[config.mk]
export PLATFORM = sky130hd
export DESIGN_NAME = sm83_alu_flags_bank_flat
export DESIGN_NICKNAME = d
export VERILOG_FILES = /design/src/rtl/sm83_alu_flags_bank_if.sv /design/src/rtl/sm83_alu_flags_bank.sv /design/src/flat_wrapper.sv
export SDC_FILE = /design/constraint.sdc
export NUM_CORES = 1
export LEC_CHECK = 0
export CORE_MARGIN = 2
export CORE_UTILIZATION = 35
export CTS_BUF_LIST = sky130_fd_sc_hd__clkbuf_4
export DETAILED_ROUTE_END_ITERATION = 8
export PLACE_DENSITY_LB_ADDON = 0.15
export SLEW_MARGIN = 20
export SYNTH_ARGS = -nofsm -noshare
export SYNTH_HDL_FRONTEND = slang
export SYNTH_SLANG_ARGS = --single-unit
[constraint.sdc]
create_clock -name clk -period 2.4 [get_ports clk]
set_input_delay 0.36 -clock clk [delete_from_list [all_inputs] [get_ports clk]]
set_output_delay 0.36 -clock clk [all_outputs]
set_load 0.02 [all_outputs]
[src/rtl/sm83_alu_flags_bank_if.sv]
// Flag-unit bus interface: control decoder / ALU side (master) and the flag unit (slave).
interface sm83_alu_flags_bank_if #(
  parameter int NSEC         = 2,
  parameter int SHADOW_DEPTH = 2
);
  localparam int LVL_W = $clog2(SHADOW_DEPTH + 1);
  localparam int SEL_W = (NSEC > 1) ? $clog2(NSEC) : 1;

  logic [7:0]       din;
  logic [7:0]       dout;
  logic             flags_bus, flags_alu;
  logic             zero_we, zero_clr;
  logic             neg_we, neg_set, neg_clr;
  logic             hc_we, hc_set, hc_cpl;
  logic             daa_we;
  logic             carry_we, carry_set, carry_cpl;
  logic             sec_we;
  logic [1:0]       sec_src;
  logic [SEL_W-1:0] sec_wsel, sec_rsel;
  logic             sec_sel;
  logic             zero_in, carry_in, shift_out_in, daa_carry_in, sign_in;
  logic             push, pop, err_clr;
  logic             zero, neg, half_carry, daa_carry, carry, pri_carry;
  logic [LVL_W-1:0] shadow_level;
  logic             shadow_full, shadow_empty, shadow_err;

  modport master (
    output din, flags_bus, flags_alu, zero_we, zero_clr, neg_we, neg_set, neg_clr,
           hc_we, hc_set, hc_cpl, daa_we, carry_we, carry_set, carry_cpl,
           sec_we, sec_src, sec_wsel, sec_rsel, sec_sel,
           zero_in, carry_in, shift_out_in, daa_carry_in, sign_in, push, pop, err_clr,
    input  dout, zero, neg, half_carry, daa_carry, carry, pri_carry,
           shadow_level, shadow_full, shadow_empty, shadow_err
  );

  modport slave (
    input  din, flags_bus, flags_alu, zero_we, zero_clr, neg_we, neg_set, neg_clr,
           hc_we, hc_set, hc_cpl, daa_we, carry_we, carry_set, carry_cpl,
           sec_we, sec_src, sec_wsel, sec_rsel, sec_sel,
           zero_in, carry_in, shift_out_in, daa_carry_in, sign_in, push, pop, err_clr,
    output dout, zero, neg, half_carry, daa_carry, carry, pri_carry,
           shadow_level, shadow_full, shadow_empty, shadow_err
  );
endinterface

[src/rtl/sm83_alu_flags_bank.sv]
// SM83 flag unit: Z/N/H/C, secondary carry bank, DAA half-carry and a LIFO
// flag shadow stack for context save/restore.
// Optional macro SM83_FLAGS_BYPASS_EN: flag outputs show the value being
// written this cycle (write-through) instead of the registered value.
module sm83_alu_flags_bank #(
  parameter int NSEC         = 2,
  parameter int SHADOW_DEPTH = 2
) (
  input logic                  clk,
  input logic                  nreset,
  sm83_alu_flags_bank_if.slave fb
);
  localparam int LVL_W = $clog2(SHADOW_DEPTH + 1);
  localparam int SEL_W = (NSEC > 1) ? $clog2(NSEC) : 1;
  // Storage is rounded up to a power of two so indices never run off the end;
  // entries beyond NSEC / SHADOW_DEPTH are never written and stay zero.
  localparam int SEC_N = 1 << SEL_W;
  localparam int STK_N = 1 << LVL_W;
  localparam logic [SEL_W:0]   NSEC_V  = NSEC[SEL_W:0];
  localparam logic [LVL_W-1:0] DEPTH_V = SHADOW_DEPTH[LVL_W-1:0];

  logic             z_q, n_q, h_q, c_q, daa_q, err_q;
  logic [SEC_N-1:0] sec_q, sec_nx;
  logic [3:0]       stk_q [STK_N];
  logic [LVL_W-1:0] level_q, top_idx;

  logic [3:0] wr_src, cur, wr_flags, nx_flags, vis_flags;
  logic [SEC_N-1:0] vis_sec;
  logic full, empty, fault, st_err, do_push, do_pop, do_xchg;
  logic sec_val, sec_wr, daa_nx, rsel_ok, sec_rd;
  logic unused_din;

  assign unused_din = ^fb.din[3:0];

  // Write sources are one-hot, so OR-ing the masked bus and ALU values selects one.
  assign wr_src = (fb.din[7:4] & {4{fb.flags_bus}})
                | ({fb.zero_in, fb.sign_in, fb.carry_in, fb.carry_in} & {4{fb.flags_alu}});

  assign cur     = {z_q, n_q, h_q, c_q};
  assign full    = (level_q == DEPTH_V);
  assign empty   = (level_q == '0);
  assign top_idx = level_q - LVL_W'(1);

  // Push on full or pop on empty freezes every register; push+pop on empty acts as push.
  assign fault   = (fb.push & ~fb.pop & full) | (fb.pop & ~fb.push & empty);
  assign st_err  = fault | (fb.push & fb.pop & empty);
  assign do_push = fb.push & ~fault & (~fb.pop | empty);
  assign do_pop  = fb.pop & ~fb.push & ~fault;
  assign do_xchg = fb.push & fb.pop & ~empty;

  assign sec_wr = fb.sec_we & ~fault & ({1'b0, fb.sec_wsel} < NSEC_V);
  assign daa_nx = (fb.daa_we & ~fault) ? wr_src[1] : daa_q;

  // Next flag and secondary-bank values from the write controls and the stack.
  always_comb begin
    wr_flags[3] = (fb.zero_we | fb.zero_clr) ? (~fb.zero_clr & wr_src[3]) : z_q;
    wr_flags[2] = fb.neg_clr ? 1'b0 : fb.neg_set ? 1'b1 : fb.neg_we ? wr_src[2] : n_q;
    wr_flags[1] = fb.hc_we ? wr_src[1] : h_q;
    wr_flags[0] = (fb.carry_we & ~fb.sec_we) ? wr_src[0] : c_q;

    if (fault)                nx_flags = cur;
    else if (do_pop | do_xchg) nx_flags = stk_q[top_idx];
    else                      nx_flags = wr_flags;

    case (fb.sec_src)
      2'b00:   sec_val = fb.carry_in;
      2'b01:   sec_val = fb.shift_out_in;
      2'b10:   sec_val = fb.daa_carry_in;
      default: sec_val = 1'b0;
    endcase

    sec_nx = sec_q;
    if (sec_wr) sec_nx[fb.sec_wsel] = sec_val;
  end

`ifdef SM83_FLAGS_BYPASS_EN
  assign vis_flags = nx_flags;
  assign vis_sec   = sec_nx;
`else
  assign vis_flags = cur;
  assign vis_sec   = sec_q;
`endif

  assign rsel_ok = ({1'b0, fb.sec_rsel} < NSEC_V);
  assign sec_rd  = rsel_ok & vis_sec[fb.sec_rsel];

  assign fb.zero         = vis_flags[3];
  assign fb.neg          = vis_flags[2];
  assign fb.half_carry   = (vis_flags[1] | fb.hc_set) ^ fb.hc_cpl;
  assign fb.pri_carry    = vis_flags[0];
  assign fb.carry        = ((fb.sec_sel ? sec_rd : vis_flags[0]) | fb.carry_set) ^ fb.carry_cpl;
  assign fb.daa_carry    = daa_q;
  assign fb.dout         = {fb.zero, fb.neg, fb.half_carry, fb.carry, 4'b0000};
  assign fb.shadow_level = level_q;
  assign fb.shadow_full  = full;
  assign fb.shadow_empty = empty;
  assign fb.shadow_err   = err_q;

  // Register update: flags, secondary bank, DAA, shadow stack and sticky error.
  always_ff @(posedge clk) begin
    if (!nreset) begin
      {z_q, n_q, h_q, c_q} <= '0;
      daa_q   <= 1'b0;
      sec_q   <= '0;
      level_q <= '0;
      err_q   <= 1'b0;
      for (int i = 0; i < STK_N; i++) stk_q[i] <= '0;
    end else begin
      {z_q, n_q, h_q, c_q} <= nx_flags;
      daa_q <= daa_nx;
      sec_q <= sec_nx;
      if (do_push) begin
        stk_q[level_q] <= cur;
        level_q        <= level_q + LVL_W'(1);
      end else if (do_pop) begin
        level_q <= level_q - LVL_W'(1);
      end
      if (do_xchg) stk_q[top_idx] <= cur;
      if (st_err)          err_q <= 1'b1;
      else if (fb.err_clr) err_q <= 1'b0;
    end
  end
endmodule

[src/flat_wrapper.sv]
// flat-port wrapper written by rule: the top's interface ports become plain ports
module sm83_alu_flags_bank_flat 
#(
  parameter int NSEC         = 2,
  parameter int SHADOW_DEPTH = 2
)
  (clk, nreset, fb_din, fb_flags_bus, fb_flags_alu, fb_zero_we, fb_zero_clr, fb_neg_we, fb_neg_set, fb_neg_clr, fb_hc_we, fb_hc_set, fb_hc_cpl, fb_daa_we, fb_carry_we, fb_carry_set, fb_carry_cpl, fb_sec_we, fb_sec_src, fb_sec_wsel, fb_sec_rsel, fb_sec_sel, fb_zero_in, fb_carry_in, fb_shift_out_in, fb_daa_carry_in, fb_sign_in, fb_push, fb_pop, fb_err_clr, fb_dout, fb_zero, fb_neg, fb_half_carry, fb_daa_carry, fb_carry, fb_pri_carry, fb_shadow_level, fb_shadow_full, fb_shadow_empty, fb_shadow_err);
  sm83_alu_flags_bank_if #(.NSEC(NSEC), .SHADOW_DEPTH(SHADOW_DEPTH)) fb_i ();
  input logic clk;
  input logic nreset;
  input wire logic [$bits(fb_i.din)-1:0] fb_din;
  input wire logic [$bits(fb_i.flags_bus)-1:0] fb_flags_bus;
  input wire logic [$bits(fb_i.flags_alu)-1:0] fb_flags_alu;
  input wire logic [$bits(fb_i.zero_we)-1:0] fb_zero_we;
  input wire logic [$bits(fb_i.zero_clr)-1:0] fb_zero_clr;
  input wire logic [$bits(fb_i.neg_we)-1:0] fb_neg_we;
  input wire logic [$bits(fb_i.neg_set)-1:0] fb_neg_set;
  input wire logic [$bits(fb_i.neg_clr)-1:0] fb_neg_clr;
  input wire logic [$bits(fb_i.hc_we)-1:0] fb_hc_we;
  input wire logic [$bits(fb_i.hc_set)-1:0] fb_hc_set;
  input wire logic [$bits(fb_i.hc_cpl)-1:0] fb_hc_cpl;
  input wire logic [$bits(fb_i.daa_we)-1:0] fb_daa_we;
  input wire logic [$bits(fb_i.carry_we)-1:0] fb_carry_we;
  input wire logic [$bits(fb_i.carry_set)-1:0] fb_carry_set;
  input wire logic [$bits(fb_i.carry_cpl)-1:0] fb_carry_cpl;
  input wire logic [$bits(fb_i.sec_we)-1:0] fb_sec_we;
  input wire logic [$bits(fb_i.sec_src)-1:0] fb_sec_src;
  input wire logic [$bits(fb_i.sec_wsel)-1:0] fb_sec_wsel;
  input wire logic [$bits(fb_i.sec_rsel)-1:0] fb_sec_rsel;
  input wire logic [$bits(fb_i.sec_sel)-1:0] fb_sec_sel;
  input wire logic [$bits(fb_i.zero_in)-1:0] fb_zero_in;
  input wire logic [$bits(fb_i.carry_in)-1:0] fb_carry_in;
  input wire logic [$bits(fb_i.shift_out_in)-1:0] fb_shift_out_in;
  input wire logic [$bits(fb_i.daa_carry_in)-1:0] fb_daa_carry_in;
  input wire logic [$bits(fb_i.sign_in)-1:0] fb_sign_in;
  input wire logic [$bits(fb_i.push)-1:0] fb_push;
  input wire logic [$bits(fb_i.pop)-1:0] fb_pop;
  input wire logic [$bits(fb_i.err_clr)-1:0] fb_err_clr;
  output wire logic [$bits(fb_i.dout)-1:0] fb_dout;
  output wire logic [$bits(fb_i.zero)-1:0] fb_zero;
  output wire logic [$bits(fb_i.neg)-1:0] fb_neg;
  output wire logic [$bits(fb_i.half_carry)-1:0] fb_half_carry;
  output wire logic [$bits(fb_i.daa_carry)-1:0] fb_daa_carry;
  output wire logic [$bits(fb_i.carry)-1:0] fb_carry;
  output wire logic [$bits(fb_i.pri_carry)-1:0] fb_pri_carry;
  output wire logic [$bits(fb_i.shadow_level)-1:0] fb_shadow_level;
  output wire logic [$bits(fb_i.shadow_full)-1:0] fb_shadow_full;
  output wire logic [$bits(fb_i.shadow_empty)-1:0] fb_shadow_empty;
  output wire logic [$bits(fb_i.shadow_err)-1:0] fb_shadow_err;
  assign fb_i.din = fb_din;
  assign fb_i.flags_bus = fb_flags_bus;
  assign fb_i.flags_alu = fb_flags_alu;
  assign fb_i.zero_we = fb_zero_we;
  assign fb_i.zero_clr = fb_zero_clr;
  assign fb_i.neg_we = fb_neg_we;
  assign fb_i.neg_set = fb_neg_set;
  assign fb_i.neg_clr = fb_neg_clr;
  assign fb_i.hc_we = fb_hc_we;
  assign fb_i.hc_set = fb_hc_set;
  assign fb_i.hc_cpl = fb_hc_cpl;
  assign fb_i.daa_we = fb_daa_we;
  assign fb_i.carry_we = fb_carry_we;
  assign fb_i.carry_set = fb_carry_set;
  assign fb_i.carry_cpl = fb_carry_cpl;
  assign fb_i.sec_we = fb_sec_we;
  assign fb_i.sec_src = fb_sec_src;
  assign fb_i.sec_wsel = fb_sec_wsel;
  assign fb_i.sec_rsel = fb_sec_rsel;
  assign fb_i.sec_sel = fb_sec_sel;
  assign fb_i.zero_in = fb_zero_in;
  assign fb_i.carry_in = fb_carry_in;
  assign fb_i.shift_out_in = fb_shift_out_in;
  assign fb_i.daa_carry_in = fb_daa_carry_in;
  assign fb_i.sign_in = fb_sign_in;
  assign fb_i.push = fb_push;
  assign fb_i.pop = fb_pop;
  assign fb_i.err_clr = fb_err_clr;
  assign fb_dout = fb_i.dout;
  assign fb_zero = fb_i.zero;
  assign fb_neg = fb_i.neg;
  assign fb_half_carry = fb_i.half_carry;
  assign fb_daa_carry = fb_i.daa_carry;
  assign fb_carry = fb_i.carry;
  assign fb_pri_carry = fb_i.pri_carry;
  assign fb_shadow_level = fb_i.shadow_level;
  assign fb_shadow_full = fb_i.shadow_full;
  assign fb_shadow_empty = fb_i.shadow_empty;
  assign fb_shadow_err = fb_i.shadow_err;
  sm83_alu_flags_bank #(.NSEC(NSEC), .SHADOW_DEPTH(SHADOW_DEPTH)) u_core (.clk(clk), .nreset(nreset), .fb(fb_i));
endmodule
* Word level (Yosys, flattened, before mapping)
Memory sizes are Yosys's and may differ from the RTL's.
Cells that the tools add are included.
** Storage, ports and cells
- Output and inout bits :: 19
- Word-level logic and storage cells :: 95
- Memories :: 1
- Input bits :: 38
- RAM bits :: 16
- Register bits after elaboration :: 10
** Cells by class
- $lt $le $gt $ge :: 3
- Eq/ne operators :: 3
- $add $sub $neg :: 2
- Muxes and demuxes :: 31
- Reductions and logical operators :: 15
- Bitwise operators :: 32
** Memories
- u_core.stk_q :: depth 4, bits a word 4, read ports 1, clocked after memory_dff 0, write ports 4, RTL line sm83_alu_flags_bank.sv:24 : logic [3:0] stk_q [STK_N];
** Operator list (count)
- 1-bit two-way mux :: 21
- 1-bit AND :: 14
- 4-bit two-way mux :: 3
- 2-bit nonzero test :: 5
- 4-bit AND :: 2
- 2-bit two-way mux :: 4
- 2-bit AND reduction :: 4
- 4-bit OR reduction :: 2
- 1-bit bitwise OR :: 7
- 1-bit NOT :: 6
- 2-bit == test, second input constant :: 2
- 2-bit logical NOT :: 2
- 1-bit by 2-bit < comparator with 1-bit output, second input constant :: 2
- 4-bit bitwise OR :: 1
- 4-bit nonzero test :: 1
- 1-bit one-hot mux with 3 select lines :: 1
- 2-bit by 1-bit adder with 2-bit output, second input constant :: 1
- 2-bit bitwise mux :: 1
- 2-bit by 1-bit == test with 1-bit output, second input constant :: 1
- 2-bit by 1-bit subtractor with 2-bit output, second input constant :: 1
- 1-bit XOR :: 2
- 1-bit demux with 1-bit select :: 1
- 1-bit greater-or-equal comparator, second input constant :: 1
- 1-bit logical AND :: 1

* Longest topological paths before layout
- Word-level depth :: 13
- Depth in mapped cells :: 8
- Gate-level depth less buffers :: 6

* Worst setup path after synthesis
Ideal clock, no wire load.
- Path kind :: flip-flop to flip-flop
- Start point :: register u_core.level_q[0] (netlist: u_core.fb.shadow_level[0])
- End point :: memory u_core.stk_q[2][0], enable pin
- Data arrival time :: 2.101 ns
- Stages on the path, launching flop included :: 9
- Buffers on the path :: 2
- Clock period less this slack :: 2.411 ns
- Setup time :: 0.310 ns
- Slack :: -0.011 ns
- Data required time :: 2.090 ns
- Cells stage by stage :: dfxtp_1 -> buf_6 -> inv_1 -> ha_1 -> and2b_1 -> buf_2 -> o21ai_0 -> nor3b_1 -> nand2b_1
** RTL lines
- start, declared :: RTL line sm83_alu_flags_bank.sv:25 : logic [LVL_W-1:0] level_q, top_idx;
- start signal, assigned :: RTL line sm83_alu_flags_bank.sv:114 : level_q <= level_q + LVL_W'(1);
- start signal, assigned :: RTL line sm83_alu_flags_bank.sv:116 : level_q <= level_q - LVL_W'(1);
- end, declared :: RTL line sm83_alu_flags_bank.sv:24

* Worst setup path after layout
- Start point :: register u_core.level_q[0] (netlist: u_core.fb.shadow_level[0])
- End point :: output port fb_shadow_empty
** On the way
- Cells in the longest elaborated chain, start to end :: 1
** RTL lines
- 2-bit logical NOT :: RTL line sm83_alu_flags_bank.sv:41 : assign empty = (level_q == '0);
- end, declared :: RTL line flat_wrapper.sv:48 : output wire logic [$bits(fb_i.shadow_empty)-1:0] fb_shadow_empty;
Every way passes these cells.

==> out/results.txt <==
Starting density of the core: 0.362
DRT iter0 DRCs: 71
Synth Register Bits: 26
Vias/cell: 5.22
Antenna cells: 0
Synth warnings: 0
Avg Cell Area, Syn: 10.6 sq um
Dpl hpwl: 2930 um
Commonest cells post-synth: edfxtp_1 (16), and2_1 (13), dfxtp_1 (10)
RSZ-0062 raised after global routing: false
Critical path fanouts, max: 7
Post-synthesis cell area: 1580 sq um
First-pass GRT wire length: 6220 um
Critical path's slowest cell: clkdlybuf4s50_1
Fillers: 399
Max stage delay on crit path: 660 ps
Hold wc startpoint: u_core.sec_q[1]$_SDFFE_PN0P_
Largest net degree at the start of global routing: 15
Initial antenna violation count: 0
FMAX: 0.459 GHz
Final period util: 0.908
Setup violators final: 0
Area leader, netlist: edfxtp_1
Maxcap violations: 0
Clk root buf: clkbuf_4
Core Region: 4350 sq um
Max Slew Vio Count: 0
Final non-filler cell total: 251
Vias in the first global route: 1337
Gr usage total: 0.156
Largest cells by area after synthesis: edfxtp_1 (31%), dfxtp_1 (13%), and2_1 (5.2%)
Area Overhead vs Synth: 34.6%
Placed insts: 247
Setup Crit Path Kind: flop to primary output
Worst setup path startpoint: u_core.fb.shadow_level[0]$_SDFFE_PN0P_
Ratio of cells with drive above 1 in the final layout: 0.0804
Fin. Hold Viols: 0
Post-synth top flop: edfxtp_1
CTS Hold Bufs: 0
First-pass DRT Iterations: 4
Family with the most delay on the worst path: buffers and inverters
Register area share after synthesis: 0.432
HP Class: flop to flop
Io pins: 57
R2R Path Start: u_core.fb.shadow_level[0]$_SDFFE_PN0P_
Clock Sinks: 26
Final core occ: 0.487
DP Area: 2090 sq um
Fin area: 2120 sq um
Post-CTS setup buffer count: 0
Count of cell types in the netlist: 41
Data arrival time of the worst path: 1820 ps
Die height: 71.1 um
Resized cells post-CTS: 0
Max clock buf depth: 2
Buf/Inv on CP: 2
Minimum hold slack: 478 ps
Port Buffers: 48
Post-synth top area share: 0.305
DRC errors left: 0
Max Clock Skew: 4.57 ps
Synthesized instance count: 149
Ys async rst share: 0
Cts bufs inserted: 3
GP Congestion: 0.827
Rows: 24
Overflow after GRT: 0
Crit. End Element: primary output
Crit-path cells: inv_1, ha_1, clkdlybuf4s50_1
Clock Latency Late Sink: 320 ps
Critical Path RT: 2040 ps
Critical path startpoint category: flop
Most numerous cell in the Yosys netlist: edfxtp_1
Post-DRT Antenna Nets: 0
Leak: 0.850 nW
Final Net Count: 240
Die Wd: 71.1 um
VDD IR max: 0.341 mV
Clock transition at the registers of the reported paths: 130 ps
Htree depth: 1
TritonCTS clock tree: yes
Die area: 5050 sq um
Status: complete, no violations
Post-DR wirelength/cell: 15.1 um
Post-synth EDFFs: 16
Pwr per Cell Area: 576 nW/um^2
Final min period: 2180 ps
Setup TNS: 0 ps
WL final: 3800 um
Vias: 1309
==> kinds of logic (layout without fill, tap and decap cells) <==
| kind of cell | after synthesis | count (layout) | synth area share |
|---|---|---|---|
| AOI/OAI and AO/OA | 32 | 32 | 0.137 |
| xor gates and xnor gates | 4 | 4 | 0.0222 |
| adders and majority gates | 2 | 2 | 0.0159 |
| buffers and inverters | 19 | 66 | 0.0874 |
| DFF | 26 | 26 | 0.432 |
| muxes | 9 | 9 | 0.0961 |
| other | 1 | 4 | 0.00238 |
| and+or+nand+nor | 56 | 56 | 0.207 |
==> state kept, by name, summed over array words and instances (netlist names) <==
register	flops
u_core.fb.neg	1
u_core.stk_q	16
u_core.sec_q	2
u_core.fb.shadow_level	2
u_core.fb.pri_carry	1
u_core.fb.daa_carry	1
u_core.h_q	1
u_core.fb.zero	1
u_core.fb.shadow_err	1
==> per-stage QoR <==
| stage | total power, W | worst slack (ps) |
|---|---|---|
| global placement | 0.00102 | 61.9 |
| detailed placement | 0.00103 | 43.5 |
| global route | 0.00130 | 119 |
| finish | 0.00122 | 221 |
| CTS | 0.00123 | 40.8 |
| floorplan | 0.000862 | 35.0 |
==> power by group <==
| group | internal, W | switching (W) | total (W) |
|---|---|---|---|
| Sequential | 0.000518 | 0.0000298 | 0.000547 |
| Combinational | 0.000238 | 0.000234 | 0.000472 |
| Clock | 0.0000763 | 0.000125 | 0.000201 |
| Total | 0.000832 | 0.000389 | 0.00122 |
==> worst paths after layout <==
check	depth (start not counted)	end	slack, ps
min reg2reg	2	u_core.sec_q[1]$_SDFFE_PN0P_	480
max	3	fb_shadow_empty	220
max reg2reg	6	u_core.stk_q[2][3]$_SDFFCE_PN0P_	250
min	2	u_core.sec_q[1]$_SDFFE_PN0P_	480
==> worst reg2reg max path, stage by stage, from the launching register on <==
cell and delay, ps:
dfxtp_1 340, inv_1 200, ha_1 310, nand4b_1 160, mux2i_1 350, nor3b_2 270
nand2b_1 240
==> cells in the final DEF (no fill, tap or decap), drive strengths merged, types with 2 or more instances in the layout <==
master / count
clkdlybuf4s50: 46
edfxtp: 16
and2: 13
dfxtp: 10
buf: 9
nand2b: 7
nand2: 7
a21oi: 7
o21ai: 7
nor2: 6
inv: 5
and3: 5
mux2i: 5
nor3: 5
xnor2: 4
conb: 4
clkbuf: 4
mux4: 4
nand3b: 3
a221oi: 3
a22oi: 3
o21a: 2
or3: 2
or4: 2
a311oi: 2
a211oi: 2
ha: 2
dlymetal6s2s: 2
nor3b: 2
==> cell type report <==
cell class              count  area (sq um)  area share
clock buffers               4          30.0      0.0142
inverters                   5          18.8     0.00885
multi-input cells         107           773       0.365
flip-flops and latches     26           681       0.321
well taps                  52          65.1      0.0307
repair buffers             57           553       0.261
==> routing by layer <==
layer,share of wire,vias up,GRT usage
met5,0,-,0
met4,0.012,0,0.0440
met3,0.084,4,0.0456
met2,0.48,55,0.254
met1,0.43,608,0.202
li1,-,642,-
Power figures use the tool's default switching activity.
